### config.mk
export PLATFORM = sky130hd
export DESIGN_NAME = punc_control
export DESIGN_NICKNAME = d
export VERILOG_FILES = /design/src/rtl/punc_control_pkg.sv /design/src/rtl/punc_control.sv
export SDC_FILE = /design/constraint.sdc
export NUM_CORES = 1
export LEC_CHECK = 0
export CORE_MARGIN = 2
export CORE_UTILIZATION = 33
export CTS_CLUSTER_DIAMETER = 60
export DETAILED_ROUTE_END_ITERATION = 10
export PLACE_DENSITY_LB_ADDON = 0.25
export SLEW_MARGIN = 20
export SYNTH_ARGS = -nofsm -noshare
export SYNTH_HDL_FRONTEND = slang
export SYNTH_SLANG_ARGS = --single-unit
### constraint.sdc
create_clock -name clk -period 2.2 [get_ports clk]
set_input_delay 0.55 -clock clk [delete_from_list [all_inputs] [get_ports clk]]
set_output_delay 0.55 -clock clk [all_outputs]
set_load 0.1 [all_outputs]
### src/rtl/punc_control_pkg.sv
// Shared encodings for the PUnC control FSM: opcodes, state codes and the
// datapath mux select values.
package punc_control_pkg;

    typedef enum logic [2:0] {
        S_INIT  = 3'd0,
        S_FETCH = 3'd1,
        S_EXEC  = 3'd2,
        S_EXEC2 = 3'd3,
        S_HALT  = 3'd4
    } state_t;

    localparam logic [3:0] OP_BR   = 4'b0000;
    localparam logic [3:0] OP_ADD  = 4'b0001;
    localparam logic [3:0] OP_LD   = 4'b0010;
    localparam logic [3:0] OP_ST   = 4'b0011;
    localparam logic [3:0] OP_JSR  = 4'b0100;
    localparam logic [3:0] OP_AND  = 4'b0101;
    localparam logic [3:0] OP_LDR  = 4'b0110;
    localparam logic [3:0] OP_STR  = 4'b0111;
    localparam logic [3:0] OP_RTI  = 4'b1000;
    localparam logic [3:0] OP_NOT  = 4'b1001;
    localparam logic [3:0] OP_LDI  = 4'b1010;
    localparam logic [3:0] OP_STI  = 4'b1011;
    localparam logic [3:0] OP_JMP  = 4'b1100;
    localparam logic [3:0] OP_RES  = 4'b1101;
    localparam logic [3:0] OP_LEA  = 4'b1110;
    localparam logic [3:0] OP_TRAP = 4'b1111;

    localparam int BR_N = 11;
    localparam int BR_Z = 10;
    localparam int BR_P = 9;

    localparam logic [1:0] PC_SEL_SEXT9  = 2'd0;
    localparam logic [1:0] PC_SEL_SEXT11 = 2'd1;
    localparam logic [1:0] PC_SEL_RQ     = 2'd2;

    localparam logic [1:0] RADDR_PC      = 2'd0;
    localparam logic [1:0] RADDR_SEXT9   = 2'd1;
    localparam logic [1:0] RADDR_TEMP    = 2'd2;
    localparam logic [1:0] RADDR_RQ_SEXT = 2'd3;

    localparam logic [1:0] WADDR_SEXT9   = 2'd0;
    localparam logic [1:0] WADDR_TEMP    = 2'd1;
    localparam logic [1:0] WADDR_RQ_SEXT = 2'd2;

    localparam logic [1:0] WDATA_ALU     = 2'd0;
    localparam logic [1:0] WDATA_DMEM    = 2'd1;
    localparam logic [1:0] WDATA_SEXT9   = 2'd2;
    localparam logic [1:0] WDATA_PC      = 2'd3;

    localparam logic RF_WADDR_IR = 1'b0;
    localparam logic RF_WADDR_R7 = 1'b1;

    localparam logic RP_ADDR_11_9 = 1'b0;
    localparam logic RP_ADDR_2_0  = 1'b1;

    localparam logic [1:0] ALU_ADD  = 2'd0;
    localparam logic [1:0] ALU_AND  = 2'd1;
    localparam logic [1:0] ALU_NOT  = 2'd2;
    localparam logic [1:0] ALU_PASS = 2'd3;

    function automatic logic [3:0] opcode(input logic [15:0] instr);
        return instr[15:12];
    endfunction

endpackage

### src/rtl/punc_control.sv
// PUnC LC3 control FSM: fetch / execute / second-execute sequencing with all
// datapath control outputs decoded combinationally from state, ir and nzp_match.
module punc_control
    import punc_control_pkg::*;
(
    input  logic        clk,
    input  logic        rst,
    input  logic [15:0] ir,
    input  logic        nzp_match,
    output logic        pc_ld,
    output logic        pc_clr,
    output logic        pc_inc,
    output logic [1:0]  pc_sel,
    output logic        ir_ld,
    output logic        ir_clr,
    output logic        dmem_rd,
    output logic        dmem_wr,
    output logic [1:0]  dmem_r_addr_sel,
    output logic [1:0]  dmem_w_addr_sel,
    output logic [1:0]  rf_w_data_sel,
    output logic        rf_w_addr_sel,
    output logic        rf_w_wr,
    output logic        rf_rp_addr_sel,
    output logic        rf_rp_rd,
    output logic        rf_rq_rd,
    output logic        temp_ld,
    output logic        nzp_ld,
    output logic        nzp_clr,
    output logic [1:0]  alu_sel,
    output logic        alu_in_a_sel,
    output logic        halted
);

    state_t     state_q;
    state_t     state_d;
    logic [3:0] op;

    // Only the opcode, ir[11] (JSR vs JSRR) and ir[5] (immediate select) steer control.
    logic unused_ir_bits;
    assign unused_ir_bits = ^{ir[10:6], ir[4:0]};

    assign op = opcode(ir);

    always_ff @(posedge clk) begin
        if (rst) begin
            state_q <= S_INIT;
        end else begin
            state_q <= state_d;
        end
    end

    always_comb begin
        state_d         = state_q;
        pc_ld           = 1'b0;
        pc_clr          = 1'b0;
        pc_inc          = 1'b0;
        pc_sel          = PC_SEL_SEXT9;
        ir_ld           = 1'b0;
        ir_clr          = 1'b0;
        dmem_rd         = 1'b0;
        dmem_wr         = 1'b0;
        dmem_r_addr_sel = RADDR_PC;
        dmem_w_addr_sel = WADDR_SEXT9;
        rf_w_data_sel   = WDATA_ALU;
        rf_w_addr_sel   = RF_WADDR_IR;
        rf_w_wr         = 1'b0;
        rf_rp_addr_sel  = RP_ADDR_11_9;
        rf_rp_rd        = 1'b0;
        rf_rq_rd        = 1'b0;
        temp_ld         = 1'b0;
        nzp_ld          = 1'b0;
        nzp_clr         = 1'b0;
        alu_sel         = ALU_ADD;
        alu_in_a_sel    = 1'b0;
        halted          = 1'b0;

        case (state_q)
            S_INIT: begin
                pc_clr  = 1'b1;
                ir_clr  = 1'b1;
                nzp_clr = 1'b1;
                state_d = S_FETCH;
            end

            S_FETCH: begin
                dmem_rd         = 1'b1;
                dmem_r_addr_sel = RADDR_PC;
                ir_ld           = 1'b1;
                pc_inc          = 1'b1;
                state_d         = S_EXEC;
            end

            S_EXEC: begin
                state_d = S_FETCH;
                case (op)
                    OP_ADD, OP_AND, OP_NOT: begin
                        rf_w_wr        = 1'b1;
                        rf_w_addr_sel  = RF_WADDR_IR;
                        rf_w_data_sel  = WDATA_ALU;
                        rf_rq_rd       = 1'b1;
                        rf_rp_addr_sel = RP_ADDR_2_0;
                        rf_rp_rd       = (op != OP_NOT);
                        alu_in_a_sel   = ir[5];
                        nzp_ld         = 1'b1;
                        alu_sel        = (op == OP_ADD) ? ALU_ADD :
                                         (op == OP_AND) ? ALU_AND : ALU_NOT;
                    end
                    OP_BR: begin
                        pc_ld  = nzp_match;
                        pc_sel = PC_SEL_SEXT9;
                    end
                    OP_JMP: begin
                        rf_rq_rd = 1'b1;
                        pc_ld    = 1'b1;
                        pc_sel   = PC_SEL_RQ;
                    end
                    OP_JSR: begin
                        // R7 <= PC while Rq is read the same cycle, so JSRR R7 sees the old R7.
                        rf_w_wr       = 1'b1;
                        rf_w_addr_sel = RF_WADDR_R7;
                        rf_w_data_sel = WDATA_PC;
                        pc_ld         = 1'b1;
                        pc_sel        = ir[11] ? PC_SEL_SEXT11 : PC_SEL_RQ;
                        rf_rq_rd      = 1'b1;
                    end
                    OP_LD, OP_LDR: begin
                        dmem_rd         = 1'b1;
                        dmem_r_addr_sel = (op == OP_LD) ? RADDR_SEXT9 : RADDR_RQ_SEXT;
                        rf_rq_rd        = (op == OP_LDR);
                        rf_w_wr         = 1'b1;
                        rf_w_data_sel   = WDATA_DMEM;
                        nzp_ld          = 1'b1;
                    end
                    OP_LEA: begin
                        rf_w_wr       = 1'b1;
                        rf_w_data_sel = WDATA_SEXT9;
                        nzp_ld        = 1'b1;
                    end
                    OP_ST, OP_STR: begin
                        dmem_wr         = 1'b1;
                        rf_rp_rd        = 1'b1;
                        rf_rp_addr_sel  = RP_ADDR_11_9;
                        dmem_w_addr_sel = (op == OP_ST) ? WADDR_SEXT9 : WADDR_RQ_SEXT;
                        rf_rq_rd        = (op == OP_STR);
                    end
                    OP_LDI, OP_STI: begin
                        dmem_rd         = 1'b1;
                        dmem_r_addr_sel = RADDR_SEXT9;
                        temp_ld         = 1'b1;
                        state_d         = S_EXEC2;
                    end
                    OP_TRAP: begin
                        state_d = S_HALT;
                    end
                    default: begin
                    end
                endcase
            end

            S_EXEC2: begin
                state_d = S_FETCH;
                if (op == OP_LDI) begin
                    dmem_rd         = 1'b1;
                    dmem_r_addr_sel = RADDR_TEMP;
                    rf_w_wr         = 1'b1;
                    rf_w_data_sel   = WDATA_DMEM;
                    nzp_ld          = 1'b1;
                end else begin
                    dmem_wr         = 1'b1;
                    dmem_w_addr_sel = WADDR_TEMP;
                    rf_rp_rd        = 1'b1;
                    rf_rp_addr_sel  = RP_ADDR_11_9;
                end
            end

            S_HALT: begin
                halted = 1'b1;
            end

            default: begin
                state_d = S_INIT;
            end
        endcase
    end

endmodule

==> impl_metrics.json, run 1 <==
{
  "status": "did not finish",
  "flow.stopped_at": "4_1_cts",
  "stop_error": "[ERROR DPL-0038] Utilization greater than 100%, impossible to legalize",
  "place.gp.congestion": 0.7321,
  "cts_hold_buf": 0,
  "clockBufferDepth": 2,
  "die_h_um": 45.90,
  "ys_async_sr_fraction_pct": 0,
  "cts_setup_buffers": 6,
  "synthFlopType": "dfxtp_1",
  "ys_types": 36,
  "syn_area_per_cell_um2": 7.241,
  "post-dp-hpwl_um": 1958,
  "cts_resized": 39,
  "fp-row-count": 15,
  "synth_edf_count": 0,
  "initial_core_util_pct": 34.30,
  "root_buffer": "clkbuf_4",
  "synth_nets": 99,
  "fp.dieW_um": 45.90,
  "cts_sinks": 3,
  "htreeDepth": 1,
  "ys_seq_area_share_pct": 10.37,
  "cts_buffers": 3,
  "syn_area_um2": 579.3,
  "portBuffers": 35,
  "placed_cells": 144,
  "syn_inst": 80,
  "io_pins": 46,
  "yosys_warnings": 0,
  "ys_ff_latch": 3
}
==> per-stage QoR <==
stage	cell area, um2	hold WS, ps	TNS (ps)	utilization, %	worst slack [ps]
floorplan	904.6	523.2	-1812	-	-391.9
global placement	1573	560.1	-6529	93.11	-432.5
detailed placement	1573	579.9	-7680	93.11	-484.5
==> synth_stat cells (2+ instances only) <==
master,n,area share [%]
buf_2,5,4.3
xor2_1,2,3.0
o21ai_0,3,2.6
inv_1,2,1.3
a31oi_1,2,2.2
nor2b_1,5,5.4
nor3b_1,2,2.6
and3_1,3,3.2
nand2b_1,3,3.2
a211oi_1,3,3.9
nand3b_1,2,2.6
buf_4,5,6.5
dfxtp_1,3,10
nor3_1,4,3.5
o22ai_1,3,3.2
mux2i_1,2,3.5
nand2_1,3,1.9
nor2_1,3,1.9
a21oi_1,8,6.9
==> kinds of logic after synthesis <==
logic type	synth area share [%]
compound gates	27.86
xor+xnor	3.024
flops	10.37
simple gates	41.68
buf+inv	13.61
mux	3.456
==> run 2: changes to the inputs <==
--- a/config.mk
+++ b/config.mk
@@ -5,11 +5,10 @@
 export SDC_FILE = /design/constraint.sdc
 export NUM_CORES = 1
 export LEC_CHECK = 0
-export CORE_MARGIN = 2
-export CORE_UTILIZATION = 33
-export CTS_CLUSTER_DIAMETER = 60
+export CORE_AREA = 2 2 63 65
 export DETAILED_ROUTE_END_ITERATION = 10
-export PLACE_DENSITY_LB_ADDON = 0.25
+export DIE_AREA = 0 0 65 67
+export PLACE_DENSITY_LB_ADDON = 0.15
 export SLEW_MARGIN = 20
 export SYNTH_ARGS = -nofsm -noshare
 export SYNTH_HDL_FRONTEND = slang
==> impl_metrics.json, run 2 <==
{
  "status": "finished clean",
  "nets": 165,
  "io_pins": 46,
  "fillers": 320,
  "relSlewSlack_pct": 74.97,
  "final_common_cell": "buf_4",
  "synth_common_cells": "8 x a21oi_1, 5 x buf_2, 5 x buf_4, 5 x nor2b_1, 4 x nor3_1",
  "setup_viol_count_final": 0,
  "irDropWorstVdd_uv": 382.0,
  "r2r_cells": 3,
  "drive_above_1_share_pct": 82.07,
  "ys_seq_area_share_pct": 10.37,
  "syn_area_per_cell_um2": 7.241,
  "wl_per_cell_um": 12.49,
  "cts_buffers": 3,
  "htreeDepth": 1,
  "r2r-end": "state_q[0]",
  "power_density_nw_per_um2": 360.2,
  "syn_area_um2": 579.3,
  "die_h_um": 67,
  "cellLeakagePower_nw": 0.7216,
  "top_regs": "state_q x3",
  "synth_area_leaders": "dfxtp_1 10%, a21oi_1 6.9%, buf_4 6.5%, nor2b_1 5.4%, buf_2 4.3%",
  "path_common_cell": "buf_6",
  "synth_edf_count": 0,
  "yosys_warnings": 0,
  "endpoint_kind": "output pin",
  "reg2reg_slack_ps": 920,
  "grt_max_degree": 11,
  "synth_nets": 99,
  "fin_crit_sh_pct": 99.04,
  "cts_sinks": 3,
  "power_uw": 681.1,
  "drt-total-wl_um": 2411,
  "rsz0062_at_grt": "yes",
  "fin_skew_ps": 2.543,
  "regMostFlops": "state_q",
  "post-dp-hpwl_um": 1789,
  "tightest_slew_ps": 374.7,
  "clk_latency_ps": 220,
  "vias": 851,
  "area_growth_pct": 226.3,
  "endpoint": "pc_sel[1]",
  "max_freq_ghz": 0.4590,
  "drt_iter0_drc": 15,
  "root_buffer": "clkbuf_8",
  "place.gp.congestion": 0.7845,
  "grt-ovfl-total": 0,
  "grt_use_total_pct": 11.26,
  "cts_tree": "done",
  "finalMaxSlewViolations": 0,
  "synth_top_area_share_pct": 10.37,
  "fp.dieW_um": 65,
  "fp-row-count": 22,
  "hold_path.class": "flop to flop",
  "max_cap_violations": 0,
  "placed_cells": 173,
  "finalHoldViolCount": 0,
  "clk_pin_slew_ps": 30,
  "critical-path-top-delay-family": "buffers and inverters",
  "antenna_found_initial": 0,
  "cp_max_fo": 8,
  "yosysMostFrequentCell": "a21oi_1",
  "drt-pass1-iter-count": 4,
  "cp_slowest_stage_delay_ps": 290,
  "ys_ff_latch": 3,
  "route.detailed.drc": 0,
  "yosysTopAreaCell": "dfxtp_1",
  "vias_per_cell": 4.409,
  "syn_inst": 80,
  "drtAntennaViolNets": 0,
  "crit_chain": "buf_6 > buf_6 > buf_6 > nand3b_1 > a211oi_4 > buf_12",
  "fin_ws_ps": 21.22,
  "largest_reg_flops": 3,
  "coreArea_um2": 3606,
  "pre_cts_slack_ps": -447.0,
  "layout.cells.non_filler": 193,
  "clockBufferDepth": 2,
  "path_buf_inv": 4,
  "diodes": 0,
  "ys_types": 36,
  "rr_startpoint": "state_q[0]",
  "grt_pass1_vias": 818,
  "path_class": "input port to output pin",
  "cp_slowest_cell": "a211oi_4",
  "worstPathRequired_ps": 1650,
  "fp.dieArea_um2": 4355,
  "multiInputGateArea_um2": 763.2,
  "portBuffers": 35,
  "crit_path_start_kind": "input port",
  "initial_core_util_pct": 16.07,
  "startpoint": "ir[12]",
  "synthFlopType": "dfxtp_1",
  "worst-path-stages": 6,
  "arrival_ps": 1630,
  "mostFrequentLayoutCells": "31 x buf_4, 29 x buf_12, 6 x buf_6",
  "grt_pass1_wl_um": 3836,
  "ys_async_sr_fraction_pct": 0,
  "register_area_um2": 66.31,
  "min_period_ps": 2179
}
## run 2: cell counts after synthesis
Identical to the previous run, type by type.
## run 2: logic make-up (layout without fill, tap and decap cells)
| kind of cell | count (synthesis) | in the layout | share of synthesized area (%) |
|---|---|---|---|
| and+or+nand+nor | 34 | 34 | 41.68 |
| AOI/OAI and AO/OA | 25 | 25 | 27.86 |
| buffers and inverters | 14 | 79 | 13.61 |
| DFF | 3 | 3 | 10.37 |
| xor gates and xnor gates | 2 | 2 | 3.024 |
| muxes | 2 | 2 | 3.456 |
## run 2: cell type report
type / count / area share [%]
timing repair buffer: 73 / 50.03
sequential: 3 / 3.508
clock buffer: 4 / 2.383
multi-input combinational: 63 / 40.37
inverter: 2 / 0.5295
tap: 48 / 3.177
## run 2: worst min-delay path by stage
| stage | to | cells past startpoint | start |
|---|---|---|---|
| 2_1_floorplan | state_q[2] | 2 | state_q[1] |
| 3_3_place_gp | state_q[2] | 2 | state_q[1] |
| 3_5_place_dp | state_q[2] | 2 | state_q[1] |
| 4_1_cts | state_q[2] | 2 | state_q[1] |
| 5_1_grt | state_q[2] | 2 | state_q[1] |
| 6_report | state_q[2] | 2 | state_q[1] |
## run 2: repair_timing
item | in CTS | in global routing
setup buffers | 12 | 4
endpoints found under the setup margin | 21 | 10
hold buffers | 0 | 0
resized for setup | 38 | 6
pin swaps | 11 | 7
## run 2: where the power goes
group	total [mW]	switching (mW)	internal, mW
logic	0.454	0.268	0.186
registers	0.0684	0.0101	0.0583
clock network	0.159	0.0357	0.123
## run 2: through the flow
stage	hold slack, ps	cell area, um2	utilization [%]	TNS [ps]
CTS	574.4	1818	50.42	-17.04
global placement	569.8	1597	44.27	-6919
floorplan	523.2	904.6	-	-1812
finish	569.0	1891	52.43	0
global route	615.9	1891	52.43	-131.0
detailed placement	576.0	1597	44.27	-7260
## run 2: layer usage
metal,track usage (%),share of wire [%]
met1,14.13,40
met4,2.394,0
met3,2.196,5.5
met2,19.85,54
met5,0,0
## run 2: worst min-delay path: stages (launching register included)
cell and delay (ps):
dfxtp_4 370, nand3b_1 90, a211oi_1 60
Power figures use the tool's default switching activity.
